[config.mk]
export PLATFORM = sky130hd
export DESIGN_NAME = inst_fetch_stage_flat
export DESIGN_NICKNAME = d
export VERILOG_FILES = /design/src/rtl/pipeline_pkg.sv /design/src/rtl/inst_fetch_stage_if.sv /design/src/rtl/inst_memory.sv /design/src/rtl/inst_fetch_stage.sv /design/src/flat_wrapper.sv
export SDC_FILE = /design/constraint.sdc
export NUM_CORES = 1
export LEC_CHECK = 0
export CAP_MARGIN = 20
export CORE_UTILIZATION = 45
export DETAILED_ROUTE_END_ITERATION = 10
export GPL_TIMING_DRIVEN = 0
export PLACE_DENSITY_LB_ADDON = 0.05
export SKIP_LAST_GASP = 1
export SLEW_MARGIN = 20
export SYNTH_ARGS = -nofsm -noshare
export SYNTH_HDL_FRONTEND = slang
export SYNTH_SLANG_ARGS = --single-unit
[constraint.sdc]
create_clock -name clk -period 2.5 [get_ports clk]
set_input_delay 0.5 -clock clk [delete_from_list [all_inputs] [get_ports clk]]
set_output_delay 0.5 -clock clk [all_outputs]
set_load 0.02 [all_outputs]
[src/rtl/pipeline_pkg.sv]
// Shared constants and types for the instruction-fetch stage: the NOP
// encoding, the register-field bit positions, the PC increment and the
// fetch control FSM states.
package pipeline_pkg;

  localparam int INSTR_WIDTH    = 32;
  localparam int REG_ADDR_WIDTH = 5;

  localparam logic [INSTR_WIDTH-1:0] NOP_INSTR = 32'h0000_0000;

  localparam int RS_MSB = 25;
  localparam int RS_LSB = 21;
  localparam int RT_MSB = 20;
  localparam int RT_LSB = 16;
  localparam int RD_MSB = 15;
  localparam int RD_LSB = 11;

  localparam int PC_STEP = 4;

  // FILL: IF/ID holds a bubble; RUN: IF/ID holds a real instruction
  typedef enum logic {
    FILL = 1'b0,
    RUN  = 1'b1
  } fetchState_t;

endpackage

[src/rtl/inst_fetch_stage_if.sv]
// Control inputs and IF/ID outputs of the fetch stage bundled as one bus.
// The slave side is the fetch stage itself; the master side is whatever
// drives hazard/branch control and consumes the IF/ID register.
interface inst_fetch_stage_if #(
  parameter int PC_WIDTH = 32
);
  import pipeline_pkg::*;

  logic                      inInstFetchStall;
  logic                      inInstFetchBranchTaken;
  logic [PC_WIDTH-1:0]       inInstFetchBranchTarget;
  logic                      inInstFetchFlush;

  logic [PC_WIDTH-1:0]       outInstFetchPc;
  logic [INSTR_WIDTH-1:0]    outInstFetchInstruction;
  logic [PC_WIDTH-1:0]       outInstFetchPcPlus4;
  logic                      outInstFetchValid;
  logic [REG_ADDR_WIDTH-1:0] outInstFetchRsReg;
  logic [REG_ADDR_WIDTH-1:0] outInstFetchRtReg;
  logic [REG_ADDR_WIDTH-1:0] outInstFetchRdReg;

  modport master (
    output inInstFetchStall, inInstFetchBranchTaken,
           inInstFetchBranchTarget, inInstFetchFlush,
    input  outInstFetchPc, outInstFetchInstruction, outInstFetchPcPlus4,
           outInstFetchValid, outInstFetchRsReg, outInstFetchRtReg,
           outInstFetchRdReg
  );

  modport slave (
    input  inInstFetchStall, inInstFetchBranchTaken,
           inInstFetchBranchTarget, inInstFetchFlush,
    output outInstFetchPc, outInstFetchInstruction, outInstFetchPcPlus4,
           outInstFetchValid, outInstFetchRsReg, outInstFetchRtReg,
           outInstFetchRdReg
  );

endinterface

[src/rtl/inst_memory.sv]
// Word-addressed instruction ROM with a combinational read. The image is
// supplied as a flat parameter, word i occupying bits [32*i +: 32], so the
// contents are fixed at elaboration and the ROM is pure combinational logic.
module inst_memory
  import pipeline_pkg::*;
#(
  parameter int IMEM_DEPTH     = 64,
  parameter int IMEM_ADDR_BITS = 6,
  parameter logic [IMEM_DEPTH*INSTR_WIDTH-1:0] IMEM_INIT = '0
) (
  input  logic [IMEM_ADDR_BITS-1:0] i_addr,
  output logic [INSTR_WIDTH-1:0]    o_data
);

  logic [INSTR_WIDTH-1:0] w_rom [IMEM_DEPTH];

  for (genvar gi = 0; gi < IMEM_DEPTH; gi++) begin : g_romWord
    assign w_rom[gi] = IMEM_INIT[gi*INSTR_WIDTH +: INSTR_WIDTH];
  end

  assign o_data = w_rom[i_addr];

endmodule

[src/rtl/inst_fetch_stage.sv]
// Instruction-fetch stage of the 5-stage MIPS pipeline. Holds the PC, reads
// the instruction ROM combinationally and loads the IF/ID register. Per
// clock edge the priority is reset > branch > stall > normal; a flush
// without a branch inserts a bubble while still advancing (or holding) PC.
// IF/ID validity is the FILL/RUN state of the control FSM.
module inst_fetch_stage
  import pipeline_pkg::*;
#(
  parameter int                  PC_WIDTH       = 32,
  parameter int                  IMEM_DEPTH     = 64,
  parameter int                  IMEM_ADDR_BITS = 6,
  parameter logic [PC_WIDTH-1:0] RESET_PC       = '0,
  parameter logic [IMEM_DEPTH*INSTR_WIDTH-1:0] IMEM_INIT = '0
) (
  input  logic                    clk,
  input  logic                    reset,
  inst_fetch_stage_if.slave       fetchBus
);

  logic [PC_WIDTH-1:0]       r_pc;
  logic [PC_WIDTH-1:0]       r_pcPlus4;
  logic [INSTR_WIDTH-1:0]    r_instr;
  fetchState_t               r_state;

  logic [PC_WIDTH-1:0]       w_pcNext;
  logic [PC_WIDTH-1:0]       w_pcPlus4Next;
  logic [INSTR_WIDTH-1:0]    w_instrNext;
  fetchState_t               w_stateNext;

  logic [PC_WIDTH-1:0]       w_pcIncr;
  logic [PC_WIDTH-1:0]       w_branchPc;
  logic [IMEM_ADDR_BITS-1:0] w_romAddr;
  logic [INSTR_WIDTH-1:0]    w_romData;

  // PC+4 wraps naturally at 2^PC_WIDTH; branch targets are forced word aligned
  assign w_pcIncr   = r_pc + PC_WIDTH'(PC_STEP);
  assign w_branchPc = fetchBus.inInstFetchBranchTarget & ~PC_WIDTH'(3);

  // Byte-address bits [1:0] are ignored and upper bits dropped, so the
  // ROM index wraps modulo IMEM_DEPTH words
  assign w_romAddr = r_pc[IMEM_ADDR_BITS+1:2];

  inst_memory #(
    .IMEM_DEPTH     (IMEM_DEPTH),
    .IMEM_ADDR_BITS (IMEM_ADDR_BITS),
    .IMEM_INIT      (IMEM_INIT)
  ) u_instMemory (
    .i_addr (w_romAddr),
    .o_data (w_romData)
  );

  // Next PC, next IF/ID contents and next FSM state by branch > flush > stall > normal
  always_comb begin
    w_pcNext      = r_pc;
    w_pcPlus4Next = r_pcPlus4;
    w_instrNext   = r_instr;
    w_stateNext   = r_state;
    if (fetchBus.inInstFetchBranchTaken) begin
      w_pcNext      = w_branchPc;
      w_instrNext   = NOP_INSTR;
      w_pcPlus4Next = '0;
      w_stateNext   = FILL;
    end else if (fetchBus.inInstFetchFlush) begin
      if (!fetchBus.inInstFetchStall) begin
        w_pcNext = w_pcIncr;
      end
      w_instrNext   = NOP_INSTR;
      w_pcPlus4Next = '0;
      w_stateNext   = FILL;
    end else if (!fetchBus.inInstFetchStall) begin
      w_pcNext      = w_pcIncr;
      w_instrNext   = w_romData;
      w_pcPlus4Next = w_pcIncr;
      w_stateNext   = RUN;
    end
  end

  // PC, IF/ID register and FSM state, cleared asynchronously to a bubble at RESET_PC
  always_ff @(posedge clk or posedge reset) begin
    if (reset) begin
      r_pc      <= RESET_PC;
      r_pcPlus4 <= '0;
      r_instr   <= NOP_INSTR;
      r_state   <= FILL;
    end else begin
      r_pc      <= w_pcNext;
      r_pcPlus4 <= w_pcPlus4Next;
      r_instr   <= w_instrNext;
      r_state   <= w_stateNext;
    end
  end

  assign fetchBus.outInstFetchPc          = r_pc;
  assign fetchBus.outInstFetchInstruction = r_instr;
  assign fetchBus.outInstFetchPcPlus4     = r_pcPlus4;
  assign fetchBus.outInstFetchValid       = (r_state == RUN);
  assign fetchBus.outInstFetchRsReg       = r_instr[RS_MSB:RS_LSB];
  assign fetchBus.outInstFetchRtReg       = r_instr[RT_MSB:RT_LSB];
  assign fetchBus.outInstFetchRdReg       = r_instr[RD_MSB:RD_LSB];

endmodule

[src/flat_wrapper.sv]
// flat-port wrapper written by rule: the top's interface ports become plain ports
module inst_fetch_stage_flat import pipeline_pkg::*;
#(
  parameter int                  PC_WIDTH       = 32,
  parameter int                  IMEM_DEPTH     = 64,
  parameter int                  IMEM_ADDR_BITS = 6,
  parameter logic [PC_WIDTH-1:0] RESET_PC       = '0,
  parameter logic [IMEM_DEPTH*INSTR_WIDTH-1:0] IMEM_INIT = '0
)
  (clk, reset, fetchBus_inInstFetchStall, fetchBus_inInstFetchBranchTaken, fetchBus_inInstFetchBranchTarget, fetchBus_inInstFetchFlush, fetchBus_outInstFetchPc, fetchBus_outInstFetchInstruction, fetchBus_outInstFetchPcPlus4, fetchBus_outInstFetchValid, fetchBus_outInstFetchRsReg, fetchBus_outInstFetchRtReg, fetchBus_outInstFetchRdReg);
  inst_fetch_stage_if #(.PC_WIDTH(PC_WIDTH)) fetchBus_i ();
  input  logic clk;
  input  logic reset;
  input wire logic [$bits(fetchBus_i.inInstFetchStall)-1:0] fetchBus_inInstFetchStall;
  input wire logic [$bits(fetchBus_i.inInstFetchBranchTaken)-1:0] fetchBus_inInstFetchBranchTaken;
  input wire logic [$bits(fetchBus_i.inInstFetchBranchTarget)-1:0] fetchBus_inInstFetchBranchTarget;
  input wire logic [$bits(fetchBus_i.inInstFetchFlush)-1:0] fetchBus_inInstFetchFlush;
  output wire logic [$bits(fetchBus_i.outInstFetchPc)-1:0] fetchBus_outInstFetchPc;
  output wire logic [$bits(fetchBus_i.outInstFetchInstruction)-1:0] fetchBus_outInstFetchInstruction;
  output wire logic [$bits(fetchBus_i.outInstFetchPcPlus4)-1:0] fetchBus_outInstFetchPcPlus4;
  output wire logic [$bits(fetchBus_i.outInstFetchValid)-1:0] fetchBus_outInstFetchValid;
  output wire logic [$bits(fetchBus_i.outInstFetchRsReg)-1:0] fetchBus_outInstFetchRsReg;
  output wire logic [$bits(fetchBus_i.outInstFetchRtReg)-1:0] fetchBus_outInstFetchRtReg;
  output wire logic [$bits(fetchBus_i.outInstFetchRdReg)-1:0] fetchBus_outInstFetchRdReg;
  assign fetchBus_i.inInstFetchStall = fetchBus_inInstFetchStall;
  assign fetchBus_i.inInstFetchBranchTaken = fetchBus_inInstFetchBranchTaken;
  assign fetchBus_i.inInstFetchBranchTarget = fetchBus_inInstFetchBranchTarget;
  assign fetchBus_i.inInstFetchFlush = fetchBus_inInstFetchFlush;
  assign fetchBus_outInstFetchPc = fetchBus_i.outInstFetchPc;
  assign fetchBus_outInstFetchInstruction = fetchBus_i.outInstFetchInstruction;
  assign fetchBus_outInstFetchPcPlus4 = fetchBus_i.outInstFetchPcPlus4;
  assign fetchBus_outInstFetchValid = fetchBus_i.outInstFetchValid;
  assign fetchBus_outInstFetchRsReg = fetchBus_i.outInstFetchRsReg;
  assign fetchBus_outInstFetchRtReg = fetchBus_i.outInstFetchRtReg;
  assign fetchBus_outInstFetchRdReg = fetchBus_i.outInstFetchRdReg;
  inst_fetch_stage #(.PC_WIDTH(PC_WIDTH), .IMEM_DEPTH(IMEM_DEPTH), .IMEM_ADDR_BITS(IMEM_ADDR_BITS), .RESET_PC(RESET_PC), .IMEM_INIT(IMEM_INIT)) u_core (.clk(clk), .reset(reset), .fetchBus(fetchBus_i));
endmodule
== Word-level counts from Yosys, hierarchy flattened ==
Memory sizes are Yosys's and may differ from the RTL's.
Index checks and enable logic that the tools add are counted.

* Flip-flop bits (word level): 97
* Bits in read-only memories: 2048
* Input port bits: 37
* Output and inout port bits: 112
* Logic and storage cells: 22
* Memories kept: 1

{| class="wikitable"
|+ Memories
! memory !! depth !! bits a word !! read ports !! clocked after memory_dff !! wr ports !! line !! RTL
|-
| (name not given) || 64 || 32 || 1 || 0 || 0 || inst_memory.sv:21 || <nowiki>assign o_data = w_rom[i_addr];</nowiki>
|}

* Add/sub/neg operators: 1
* Magnitude comparators: 1
* Equality and inequality tests: 2
* Muxes and demuxes: 12
* Bitwise operators: 1

{| class="wikitable"
|+ Operators with widths
! operator !! count
|-
| 32-bit two-way mux || 9
|-
| 32-bit by 3-bit adder with 32-bit output (second input constant) || 1
|-
| 7-bit >= comparator (second input constant) || 1
|-
| 6-bit inverter with 7-bit output || 1
|-
| 1-bit two-way mux || 3
|-
| 3-bit by 1-bit inequality test with 1-bit output (second input constant) || 1
|-
| 2-bit by 1-bit inequality test with 1-bit output (second input constant) || 1
|}

== Depth between registers and ports, before layout ==
* Depth after elaboration: 7
* Depth in mapped cells: 7

== Cells and area by module ==
A second synthesis with hierarchy kept.

* Cell total of the unflattened synthesis: 505
* Area, all modules: 4948.5 um^2

{| class="wikitable"
|+ By module, submodules not included
! module !! times used !! cells each !! area an instance (um^2) !! sequential area each (um^2)
|-
| inst_fetch_stage || 1 || 472 || 4704.5 || 2352.3
|-
| inst_memory || 1 || 33 || 244.0 || 0.0
|}

== Worst setup path before layout ==
OpenSTA, ideal clock, no wires.

* Path kind: register -> register
* Start: register u_core.r_pc[5], in the netlist u_core.fetchBus.outInstFetchPc[5]
* End: register u_core.r_pcPlus4[19], in the netlist u_core.fetchBus.outInstFetchPcPlus4[19]
* Data arrival time: 2.122 ns
* Path slack: 0.309 ns
* Cell stages (with the launch flop): 8
* Path buffers: 3
* Period minus slack after synthesis: 2.191 ns
* Cell sequence: dfrtp_1 > buf_4 > nand4_2 > buf_6 > or4_4 > buf_6 > or4_1 > nand3_1

* Word-level cells in the longest chain between the ends: 4

{| class="wikitable"
|+ Ends and longest elaborated chain
! element !! line !! RTL
|-
| from (decl) || inst_fetch_stage.sv:20 || <nowiki>logic [PC_WIDTH-1:0] r_pc;</nowiki>
|-
| from (signal assigned) || inst_fetch_stage.sv:86 || <nowiki>r_pc <= w_pcNext;</nowiki>
|-
| 32-bit by 3-bit adder with 32-bit output || inst_fetch_stage.sv:36 || <nowiki>assign w_pcIncr = r_pc + PC_WIDTH'(PC_STEP);</nowiki>
|-
| 32-bit two-way mux || inst_fetch_stage.sv:70 || <nowiki>end else if (!fetchBus.inInstFetchStall) begin</nowiki>
|-
| 32-bit two-way mux || inst_fetch_stage.sv:63 || <nowiki>end else if (fetchBus.inInstFetchFlush) begin</nowiki>
|-
| 32-bit two-way mux || inst_fetch_stage.sv:58 || <nowiki>if (fetchBus.inInstFetchBranchTaken) begin</nowiki>
|-
| to (signal assigned) || inst_fetch_stage.sv:87 || <nowiki>r_pcPlus4 <= w_pcPlus4Next;</nowiki>
|-
| to (decl) || inst_fetch_stage.sv:21 || <nowiki>logic [PC_WIDTH-1:0] r_pcPlus4;</nowiki>
|}

Every way passes these cells. The select of a mux whose other input is x is not followed.
A chain may end at the register's enable or synchronous reset.

== Worst setup path in the final report ==
* Start: input fetchBus_inInstFetchStall
* End: register u_core.r_pcPlus4[10], in the netlist u_core.fetchBus.outInstFetchPcPlus4[10]

* Word-level cells in the longest chain between the ends: 1

{| class="wikitable"
|+ Ends and longest elaborated chain
! element !! line !! RTL
|-
| from (decl) || flat_wrapper.sv:14 || <nowiki>input wire logic [$bits(fetchBus_i.inInstFetchStall)-1:0] fetchBus_inInstFetchStall;</nowiki>
|-
| 3-bit by 1-bit inequality test with 1-bit output (no line) || n/a ||
|}

Every way passes these cells.

==> metrics.csv <==
stage,metric,value,unit
floorplanning,die area,8940,um2
worst_setup_path,startpoint types,primary input,
clocking,clk buf depth,2,
global_routing,total track usage,26.7,%
cells_and_area,fillers,746,
synth,ys async rst share,100,%
pwr,Leak,2.33,nW
timing,# setup viols final,0,
pwr,worst-case vdd ir drop,0.265,mV
route,Routed WL,11.4,mm
floorplanning,core box area,8260,um2
clocking,clk slew on worst S/H paths,0.07,ns
route,"antenna viol nets, final",0,
synth,cells after synthesis,432,
pwr,Total Power,0.00265,W
pwr,PwrDens,494,nW/um2
global_routing,vias in the first global route,3453,
cells_and_area,antenna diode instance count,0,
timing,Final Hold Fails,0,
floorplanning,Starting Density,46.7,%
clocking,CTS Sinks,62,
cells_and_area,"non-filler cells, final",699,
synth,sequential cell area fraction in the yosys report,40.2,%
synth,Synth Warn #,0,
clocking,hold_buf cts,0,
timing,worst-margin pin slew,0.669,ns
clocking,CTS tree,done,
worst_setup_path,CP Data Arrival Time,2.69,ns
global_routing,largest net degree at the start of global routing,36,
cells_and_area,area growth from synthesis to layout,39.1,%
clocking,number of setup buffers added after CTS,0,
synth,synthesized cell area,3850,um2
worst_setup_path,crit-path most repeated cell,clkbuf_1,
route,wire per inst,16.4,um
worst_setup_path,crit-path max FO,10,
worst_setup_path,crit-path max cell delay,0.56,ns
placed_design,IO Port Bufs,97,
placed_design,RePlAce Congestion,0.884,
cells_and_area,most frequent cells in the layout,"97 x clkdlybuf4s50_1, 62 x dfrtp_1, 57 x nand2_1, 53 x buf_4, 49 x conb_1",
route,residual DRC count,0,
global_routing,gr ovfl total,0,
floorplanning,# rows,33,
synth,Post-synth EDFFs,0,
worst_setup_path,CP Data Required Time,2.78,ns
timing,skew final,0.00796,ns
synth,Synth Register Bits,62,
placed_design,DP Wirelength,8.45,mm
cells_and_area,layout cells sized above 1,15.5,%
global_routing,first-pass GRT wire length,17.9,mm
timing,max_slew headroom,55.4,%
outcome,run status,"complete, no violations",
clocking,H-tree level count,3,
global_routing,initial antenna violation count,0,
clocking,root buf cell,clkbuf_8,
timing,Achievable Freq,414,MHz
synth,most frequently used flop master after synthesis,dfrtp_1,
floorplanning,chip height,94.6,um
timing,unrepaired setup endpoints after global routing,yes,
cells_and_area,"commonest non-fill, non-tap cell in the layout",clkdlybuf4s50_1,
worst_setup_path,crit path kind,primary input to flop,
floorplanning,DIE WIDTH,94.6,um
clocking,CTS Buf Count,9,
clocking,Clock Latency Late Sink,0.34,ns
worst_setup_path,worst-path cell chain,clkdlybuf4s50_1 > clkbuf_1 > nor3b_2 > clkbuf_1 > a22o_1,
timing,"Min Clock Period, post-route",2.41,ns
synth,Mean Syn Cell Area,8.92,um2
floorplanning,num ports,149,
cells_and_area,Nets,627,
flow_run,max cap viols,0,
route,Via Count,3753,
route,vias per cell,5.37,
worst_setup_path,crit end category,flop,
placed_design,DP Cell Count,683,
timing,fin crit share,96.6,%
synth,Cell variety after synth,50,
route,DR pass1 iterations,5,
min_path,worst hold path type,flop to flop,
timing,Pins Over Slew Limit,0,
route,drt first-iter violations,241,
worst_setup_path,Crit-path slowest cell,clkbuf_1,
[final cells by class]
cell class                      instances  area [um2]  share of cell area [%]
Buffer                                 83         536                    9.98
Clock buffer                           12         145                    2.71
Clock inverter                          4        22.5                   0.420
Inverter                                7        28.8                   0.537
Multi-Input combinational cell        328        1960                    36.5
Sequential cell                        62        1550                    28.9
Tap cell                              105         131                    2.45
Timing Repair Buffer                   98         991                    18.5
[worst paths after layout]
path	startpoint	end	slack, ns	cells after the start
min reg2reg	u_core.fetchBus.outInstFetchValid	u_core.fetchBus.outInstFetchValid	0.48	2
max	fetchBus_inInstFetchStall	u_core.fetchBus.outInstFetchPcPlus4[10]	0.09	5
max in group asynchronous	reset	u_core.fetchBus.outInstFetchPcPlus4[14]	1.50	3
max reg2reg	u_core.fetchBus.outInstFetchPc[19]	u_core.fetchBus.outInstFetchPcPlus4[27]	0.12	5
min	u_core.fetchBus.outInstFetchValid	u_core.fetchBus.outInstFetchValid	0.48	2
min in group asynchronous	reset	u_core.fetchBus.outInstFetchPcPlus4[5]	0.49	2
[metrics by stage]
stage	area, um2	hold slack, ns	util (%)	setup WS [ns]	TNS (ns)
floorplan	4040	0.590	-	0.309	0
global placement	5140	0.459	62.2	-0.714	-55.70
detailed placement	5160	0.464	62.5	-0.475	-14.73
CTS	5340	0.481	64.7	0.0453	0
global route	5360	0.504	65.0	-0.0354	-0.0428
finish	5360	0.478	65.0	0.0852	0
[what timing repair did]
item,in CTS,in global routing
pin swaps,0,1
resized for setup,2,8
endpoints found under the setup margin,11,21
[where the power goes]
part | internal [W] | switching (W) | leakage [nW]
logic | 0.000316 | 0.000393 | 1.45
clock network | 0.000383 | 0.000407 | 0.0861
registers | 0.00107 | 0.0000805 | 0.797
total | 0.00177 | 0.000881 | 2.33
[registers in the layout, summed over array words and instances (netlist names)]
signal,count
u_core.fetchBus.outInstFetchValid,1
u_core.fetchBus.outInstFetchPcPlus4,31
u_core.fetchBus.outInstFetchPc,30
[routing by layer]
layer  part of all wire (%)  GRT usage [%]  up-vias  routed length, um
met5                      0              0        -                  0
met2                     47           42.8      165               5370
met3                    6.3           3.86       19                723
li1                       -              -     1772                  -
met1                     45           37.0     1797               5160
met4                    1.6           8.71        0                184
[cell usage after synthesis, types with 2 or more instances]
library cell   n  area (um2)
buf_6          2        22.5
and3_1         2        12.5
dfrtp_1       62        1550
or3_1          5        31.3
xnor2_1       19         166
a21oi_1        2        10.0
and4_1         8        70.1
or4b_2         2        20.0
a31oi_1        4        25.0
nand4_1       14        87.6
a211o_1       11        96.3
a32oi_1        2        17.5
a22o_1         2        17.5
nor4b_1        3        26.3
or4_1         13        97.6
buf_2          5        25.0
nor3_1        10        50.1
nand3_1       20         100
nand4b_1       2        17.5
o311a_1        2        20.0
o21ai_0       34         170
nand3b_1       4        30.0
nor4_1        10        62.6
clkbuf_1      20        75.1
buf_1          2        7.51
buf_4         53         398
nor2_1        10        37.5
a311oi_1       2        17.5
xor2_1        11        96.3
a211oi_1       4        30.0
o211ai_1       8        60.1
nand2_1       57         214
inv_1          7        26.3
and2_1         2        12.5
or2_2          3        18.8
[cells by family (layout without fill, tap and decap cells)]
group / count (synthesis) / after routing / synth area share [%]
AND/OR/NAND/NOR: 170 / 170 / 24.3
multiplexers: 1 / 1 / 0.260
adder cells (fa/ha/maj): 1 / 1 / 0.325
other: 1 / 49 / 0.0973
buffers and inverters: 90 / 204 / 14.5
AO/OA/AOI/OAI: 77 / 77 / 13.4
XOR/XNOR: 30 / 30 / 6.82
flip-flops: 62 / 62 / 40.2
[critical path: cells and delay by family]
kind	cells	cell delay, ns
AOI/OAI and AO/OA	1	0.25
and+or+nand+nor	1	0.51
buffers and inverters	3	1.43
(Power assumes the default switching activity.)
